## config.mk

```make
export PLATFORM = sky130hd
export DESIGN_NAME = timer_divider_bank
export DESIGN_NICKNAME = d
export VERILOG_FILES = /design/src/rtl/timer_divider_bank.sv
export SDC_FILE = /design/constraint.sdc
export NUM_CORES = 1
export LEC_CHECK = 0
export BUFFER_PORTS_ARGS = -buffer_cell sky130_fd_sc_hd__buf_2
export CAP_MARGIN = 20
export CELL_PAD_IN_SITES_DETAIL_PLACEMENT = 1
export CELL_PAD_IN_SITES_GLOBAL_PLACEMENT = 2
export CORE_MARGIN = 2
export CORE_UTILIZATION = 33
export DETAILED_ROUTE_END_ITERATION = 8
export MAX_ROUTING_LAYER = met4
export PLACE_DENSITY = 0.75
export REMOVE_ABC_BUFFERS = 1
export SETUP_SLACK_MARGIN = 0.1
export SLEW_MARGIN = 20
export SYNTH_ARGS = -nofsm -noshare
export SYNTH_HDL_FRONTEND = slang
export SYNTH_SLANG_ARGS = --single-unit
```

## constraint.sdc

```tcl
create_clock -name clk -period 3.1 [get_ports clk]
set_input_delay 0.31 -clock clk [delete_from_list [all_inputs] [get_ports clk]]
set_output_delay 0.31 -clock clk [all_outputs]
set_load 0.03 [all_outputs]
```

## src/rtl/timer_divider_bank.sv

```systemverilog
// Bank of memory-mapped timer/divider channels.
// Per channel: CTRL, DIV, CNT, STATUS, a tick pulse and a divided clock.
module timer_divider_bank #(
  parameter int NUM_CH = 4,
  parameter int CNT_WIDTH = 32,
  parameter int DBITS = 32,
  parameter logic [DBITS-1:0] BASE_ADDR = 32'hF0000020,
  parameter int unsigned DEFAULT_DIV = 5000000
) (
  input  logic              clk,
  input  logic              reset,
  input  logic [DBITS-1:0]  addr,
  input  logic [DBITS-1:0]  wrData,
  input  logic              wrEn,
  input  logic              rdEn,
  output logic [DBITS-1:0]  rdData,
  output logic [NUM_CH-1:0] tickOut,
  output logic [NUM_CH-1:0] clkOut,
  output logic              irq
);

  typedef logic [CNT_WIDTH-1:0] cnt_t;

  localparam cnt_t DIV_RST = cnt_t'(DEFAULT_DIV);
  localparam logic [DBITS-1:0] SPAN = DBITS'(NUM_CH * 16);

  logic [NUM_CH-1:0][2:0] ctrl_q, ctrl_d;
  cnt_t [NUM_CH-1:0]      div_q, div_d;
  cnt_t [NUM_CH-1:0]      cnt_q, cnt_d;
  logic [NUM_CH-1:0]      exp_q, exp_d;
  logic [NUM_CH-1:0]      tick_q, tick_d;
  logic [NUM_CH-1:0]      clko_q, clko_d;
  logic [DBITS-1:0]       rd_q, rd_d;

  logic [DBITS-1:0] off;
  logic             hit;
  logic [2:0]       ch;
  logic [1:0]       rsel;

  logic [NUM_CH-1:0] sel, wr_ctl, wr_div;
  logic [NUM_CH-1:0] wr_st, expire, ien;

  // Addresses below BASE_ADDR wrap to large offsets and miss.
  assign off  = addr - BASE_ADDR;
  assign hit  = off < SPAN;
  assign ch   = off[6:4];
  assign rsel = off[3:2];

  always_comb begin
    sel    = '0;
    wr_ctl = '0;
    wr_div = '0;
    wr_st  = '0;
    expire = '0;
    ien    = '0;
    for (int i = 0; i < NUM_CH; i++) begin
      sel[i]    = hit && (ch == 3'(i));
      wr_ctl[i] = wrEn && sel[i] && (rsel == 2'd0);
      wr_div[i] = wrEn && sel[i] && (rsel == 2'd1);
      wr_st[i]  = wrEn && sel[i] && (rsel == 2'd3);
      expire[i] = ctrl_q[i][0] && !wr_div[i]
                  && (cnt_q[i] == div_q[i]);
      ien[i]    = ctrl_q[i][2];
    end
  end

  always_comb begin
    ctrl_d = ctrl_q;
    div_d  = div_q;
    cnt_d  = cnt_q;
    exp_d  = exp_q;
    tick_d = '0;
    clko_d = clko_q;
    for (int i = 0; i < NUM_CH; i++) begin
      if (ctrl_q[i][0]) begin
        cnt_d[i] = expire[i] ? '0 : cnt_q[i] + cnt_t'(1);
      end
      if (expire[i]) begin
        tick_d[i] = 1'b1;
        clko_d[i] = ~clko_q[i];
        if (ctrl_q[i][1]) ctrl_d[i][0] = 1'b0;
      end
      // A clear racing a fresh expiry loses.
      exp_d[i] = (exp_q[i] & ~(wr_st[i] & wrData[0]))
                 | expire[i];
      if (wr_ctl[i]) begin
        ctrl_d[i] = wrData[2:0];
        if (wrData[0] && !ctrl_q[i][0]) cnt_d[i] = '0;
      end
      if (wr_div[i]) begin
        div_d[i] = wrData[CNT_WIDTH-1:0];
        cnt_d[i] = '0;
      end
    end
  end

  always_comb begin
    rd_d = '0;
    if (rdEn && hit) begin
      for (int i = 0; i < NUM_CH; i++) begin
        if (ch == 3'(i)) begin
          unique case (rsel)
            2'd0:    rd_d = DBITS'(ctrl_q[i]);
            2'd1:    rd_d = DBITS'(div_q[i]);
            2'd2:    rd_d = DBITS'(cnt_q[i]);
            default: rd_d = DBITS'(exp_q[i]);
          endcase
        end
      end
    end
  end

  always_ff @(posedge clk) begin
    if (!reset) begin
      ctrl_q <= '0;
      div_q  <= {NUM_CH{DIV_RST}};
      cnt_q  <= '0;
      exp_q  <= '0;
      tick_q <= '0;
      clko_q <= '0;
      rd_q   <= '0;
    end else begin
      ctrl_q <= ctrl_d;
      div_q  <= div_d;
      cnt_q  <= cnt_d;
      exp_q  <= exp_d;
      tick_q <= tick_d;
      clko_q <= clko_d;
      rd_q   <= rd_d;
    end
  end

  assign rdData  = rd_q;
  assign tickOut = tick_q;
  assign clkOut  = clko_q;
  assign irq     = |(exp_q & ien);

endmodule

```

==> metrics, run 1 <==
reg2reg start cnt_q[0]; I/O Pins 109; DRC errors left 0; total count of hold-check failures in the final report 0; fin util 39.54%; Netlist Area Pre-Place 15,900 sq um; endpoint with the worst hold slack div_q[23]; largest net degree at the start of global routing 56; largest buffer count on any clock path 3; critical path launch point type flop; area grow syn2layout 18.52%; most frequent cell after synthesis dfxtp_1; worst clock skew ~0.024 ns; share of the clock period used by the worst path 86.93%; worst path required time 3.52 ns; detailed-route wire length per cell 24.22 um; arrival time of data at the critical path endpoint about 3.1 ns; Post-synth ARST share 0%; post-layout instance area between 15,000 and 20,000 sq um; clk slew on worst S/H paths 0.06 ns; critical path endpoint category flop; Detailed Place HPWL 47,520 um; setup repair after global routing missed its margin false; total number of clock tree sinks ~310; number of resized instances in the post-cts repair step 0; Port-buffer cells around 110; area of the core 47,650 sq um; critical setup path kind reg2reg; run status finished, final reports clean; initial core utilization 33.36%; net count of the finished layout 2,097; depth of the CTS H-tree 2; total wirelength of the detailed-routed design 64,610 um; top area cells in the synthesized netlist dfxtp_1 39%, xnor2_1 7.5%, xor2_1 6.6%, nand2_1 6.1%, a22oi_1 5.6%; reg2reg path depth 7; worst reg-to-reg setup slack between 0.4 and 0.5 ns; routed vias/inst 5.594; Synthesis Warnings 0; number of maximum-capacitance violations 0; Tightest Hold Check Type in2reg; antenna-violating nets left 0; Worst-Skew Late Latency 0.57 ns; post-synthesis cell type count between 60 and 70; x dimension of the die 223.5 um; setup violation total in the final timing report 0; critical hold path startpoint wrData[23]; Final Critical Period 2.695 ns; sum of overflow across all layers after global routing 0; number of buffers created by CTS 38; first-pass detailed-route iteration total 7; Power per Cell Area 480.3 nW/um^2; layout cell share with drive strength beyond 1 between 10% and 20%; Post-Synthesis Mean Instance Area a little over 8 sq um; antenna violations before repair 3; Commonest cells post-synth 312 x dfxtp_1, 257 x nand2_1, 187 x nor2_1; flip-flop cell with the highest count after synthesis dfxtp_1; power after layout 9050 uW; Global Route Usage Sum 26.49%; end of the worst register-to-register path clkOut[0]; pin slew with the least headroom to its limit 0.7383 ns; placement-stage cell area 17,580 sq um; leakage 0.006493 uW; fmax 371.1 MHz; flip-flop and latch count after synthesis approximately 310; hold bufs inserted after CTS 0; Setup Buffers After CTS 0; number of placement rows 80; iteration-0 DRC count of the detailed router 1,162; vias in the first global route 15,070; post-synthesis cell type with the largest combined area dfxtp_1; number of vias in the routed layout 14,926; area of the die 49,940 sq um; CTS tree built; Hold Path Cell Cnt 3; worst vdd ir 401.7 uV; Post-synth EDFFs 0; count of final max-slew check failures 0; maximum fanout along the worst path 6; final RePlAce weighted congestion ~0.9; Synth Instances 1,930; headroom to the max-slew limit 50.54%; wire length of the first global-routing pass 96,620 um; CTS Root Buffer Type clkbuf_16; height of the die roughly 220 um; share of the yosys chip area belonging to registers between 30% and 40%; area share of the largest cell type after synthesis 39.29%
## through the flow
stage          setup WS [ns]  hold slack (ns)  TNS (ns)  cells
3_3_place_gp       -0.005061           0.4646  -0.02988   2599
4_1_cts               0.3921          0.03599         0   2666
6_report              0.4051          0.05356         0   2668
3_5_place_dp         -0.1383           0.4747    -8.307   2599
5_1_grt               0.2171          0.06987         0   2668
2_1_floorplan         -4.701           0.3862  -1195.17   1781
## flip-flops by register name, indices dropped and copies added, names as in the netlist
name	flops
exp_q	4
rdData	32
div_q	128
clkOut	4
cnt_q	128
ctrl_q	12
tickOut	4
## final cells by class
cell class                 instances  area (sq um)
multi-input combinational       1451          8950
fill                            5636         28810
clock inverter                     8         72.57
inverter                          18         70.07
clock buffer                      59          1181
antenna                            2         5.005
sequential                       312          6246
tap                              615         769.5
timing repair buffer             203          1546
## worst max-delay path by stage
stage / cells after the start / endpoint / start
floorplan: 6 / cnt_q[100] / addr[3]
global placement: 9 / cnt_q[124] / addr[15]
detailed placement: 9 / cnt_q[125] / addr[15]
CTS: 7 / clkOut[0] / cnt_q[0]
global route: 9 / div_q[104] / addr[15]
finish: 7 / clkOut[0] / cnt_q[0]
## logic make-up (layout without fill, tap and decap cells)
| group | after synthesis | in the layout | synth area share (%) |
|---|---|---|---|
| AO/OA/AOI/OAI | 370 | 370 | 15.34 |
| buffers and inverters | 167 | 288 | 4.597 |
| adder cells (fa/ha/maj) | 5 | 5 | 0.3935 |
| other | 0 | 2 | 0 |
| XOR/XNOR | 256 | 256 | 14.15 |
| flip-flops | 312 | 312 | 39.29 |
| multiplexers | 26 | 26 | 2.031 |
| AND/OR/NAND/NOR | 794 | 794 | 24.20 |
## where the power goes
| part | leakage, uW | switching [uW] | internal, uW |
|---|---|---|---|
| Sequential | 0.00251 | 0.000000697 | 4010 |
| Clock | 0.000625 | 1850 | 2700 |
| Combinational | 0.00336 | 358 | 133 |
## cell usage in the layout, fill, tap and decap left out, drive strengths merged, types with 6 or more instances in the layout
cell	netlist	layout
a2111oi	9	9
a21oi	112	112
a22oi	118	118
and3	26	26
and4	20	20
buf	53	203
clkbuf	96	59
clkinv	0	6
dfxtp	312	312
inv	18	19
mux2i	21	21
nand2	257	257
nand3	47	47
nand4	60	60
nor2	187	187
nor3	140	140
nor4	25	25
o21ai	40	40
o22ai	60	60
xnor2	137	137
xor2	119	119
## critical path: stages, from the launching register on
cell	delay, ns
dfxtp_1	0.47
xor2_1	0.23
nor4_1	0.40
nand4_1	0.19
or4_1	0.71
a41o_1	0.36
xor2_1	0.16
nor2_1	0.05
## metal layers
metal / up-vias / GRT usage [%] / part of all wire, %
li1: 6980 / - / -
met1: 7441 / 33.93 / 44
met2: 382 / 42.02 / 47
met3: 123 / 4.254 / 5.6
met4: 0 / 10.02 / 3.5
met5: - / - / 0
Power figures use the tool's default switching activity.
==> run 2, diff against run 1 <==
- CTS_BUF_LIST: default -> sky130_fd_sc_hd__clkbuf_16
- PLACE_DENSITY: 0.75 -> 0.76
==> metrics, run 2 (synthesis gave the netlist of run 1 again) <==
initial core utilization around 33%; first-pass detailed-route iteration total 5; leakage around 0.0065 uW; layout cell share with drive strength beyond 1 14.11%; total count of hold-check failures in the final report 0; Detailed Place HPWL around 47,000 um; arrival time of data at the critical path endpoint 3.14 ns; number of buffers created by CTS 38; most common cell after layout, fill and taps aside dfxtp_1; power share of the clock group 49.6%; combinational cell fraction of total power 5.5%; depth of the CTS H-tree 2; Power per Cell Area approximately 480 nW/um^2; worst path required time 3.56 ns; number of placement rows 80; share of the clock period used by the worst path 86.48%; critical setup path kind reg2reg; pin slew with the least headroom to its limit just under 0.8 ns; I/O Pins 109; Setup Buffers After CTS 0; area of the core 47,650 sq um; antenna violations before repair 0; area occupied by multi-input gates 8955 sq um; largest buffer count on any clock path 3; setup_tns 0 ns; detailed-route wire length per cell 24.72 um; worst clock skew roughly 0.016 ns; wire length of the first global-routing pass 98,530 um; number of vias in the routed layout 15,101; area of the die 49,940 sq um; Port-buffer cells 106; net count of the finished layout around 2,100; final worst slack between 0.4 and 0.5 ns; area grow syn2layout 18.13%; worst vdd ir 305.1 uV; CTS Root Buffer Type clkbuf_16; height of the die 223.5 um; headroom to the max-slew limit 47.30%; register area around 6200 sq um; post-layout instance area between 15,000 and 20,000 sq um; maximum fanout along the worst path 4; placement-stage cell area 17,580 sq um; number of resized instances in the post-cts repair step 0; number of maximum-capacitance violations 0; setup violation total in the final timing report 0; Post-Layout Cell Count 2,671; Final Critical Period roughly 2.7 ns; most used cells in the layout excluding fill and tap cells 312 x dfxtp_1, 257 x nand2_1, 187 x nor2_1; setup repair after global routing missed its margin false; critical path launch point type flop; filler instances between 5,000 and 6,000; Placement Setup Slack -0.06029 ns; iteration-0 DRC count of the detailed router 1,197; sum of overflow across all layers after global routing 0; DRC errors left 0; Seq pwr share 44.9%; Worst-Skew Late Latency 0.57 ns; final RePlAce weighted congestion 0.8793; total number of clock tree sinks 312; critical path endpoint category flop; count of final max-slew check failures 0; Global Route Usage Sum a little over a quarter; cell internal power dissipation 6676 uW; Net Switching 2247 uW; placed cell count 2,601; fmax 373.0 MHz; switching part of the total power 25.18%; CTS tree built; run status finished, final reports clean; Tightest Hold Check Type in2reg; routed vias/inst between 5 and 6; total inserted antenna cells 0; clk slew on worst S/H paths 0.06 ns; hold bufs inserted after CTS 0; largest net degree at the start of global routing 117; vias in the first global route between 15,000 and 20,000; antenna-violating nets left 0; total wirelength of the detailed-routed design 66,020 um; x dimension of the die 223.5 um
==> run 2: changes by cell type in the layout (fill, tap and decap cells not counted), sizes merged <==
cell,delta
clkinvlp,+1
clkinv,+15
clkbuf,-18
diode,-2
buf,+2
inv,+4
bufinv,+1
==> run 2: layout make-up <==
type,count,share of cell area (%)
Clock buffer,41,5.464
Clock inverter,29,0.9328
Inverter,18,0.3731
Multi-Input combinational cell,1451,47.69
Sequential cell,312,33.26
Tap cell,615,4.098
Timing Repair Buffer,205,8.182
==> run 2: final timing paths <==
| check | from | end | slack, ns | cells after the start |
|---|---|---|---|---|
| setup / recovery | cnt_q[30] | clkOut[0] | 0.42 | 7 |
| setup reg to reg | cnt_q[30] | clkOut[0] | 0.42 | 7 |
| hold reg to reg | div_q[27] | div_q[27] | 0.48 | 2 |
| hold / removal | wrData[17] | div_q[81] | 0.07 | 3 |
==> run 2: through the flow <==
step | hold slack [ns] | total power (uW) | utilization, %
finish | 0.07009 | 8923 | 39.41
global route | 0.07519 | 9162 | 39.41
CTS | 0.05681 | 9004 | 39.41
detailed placement | 0.4730 | 4583 | 36.89
global placement | 0.4644 | 4579 | 36.89
floorplan | 0.3862 | 4277 | -
==> run 2: critical path, stage by stage (launching register included) <==
cell     delay, ns
dfxtp_1       0.35
xor2_1        0.16
nor4_1        0.62
nand4_1       0.21
or4_1         0.69
a41o_1        0.33
xor2_1        0.16
nor2_1        0.05
==> run 2: routing by layer <==
| metal | vias up | share of wire [%] | track usage, % |
|---|---|---|---|
| met3 | 102 | 4.8 | 2.515 |
| met5 | - | 0 | - |
| met4 | 0 | 3.3 | 9.484 |
| met2 | 411 | 46 | 42.53 |
| met1 | 7598 | 45 | 36.00 |
| li1 | 6990 | - | - |
==> run 2: power by group through the flow <==
stage,clock [uW],sequential [uW],combinational [uW]
global placement,0,4100,481
floorplan,0,4100,179
detailed placement,0,4100,485
global route,4640,4010,511
CTS,4510,4010,487
finish,4420,4010,492
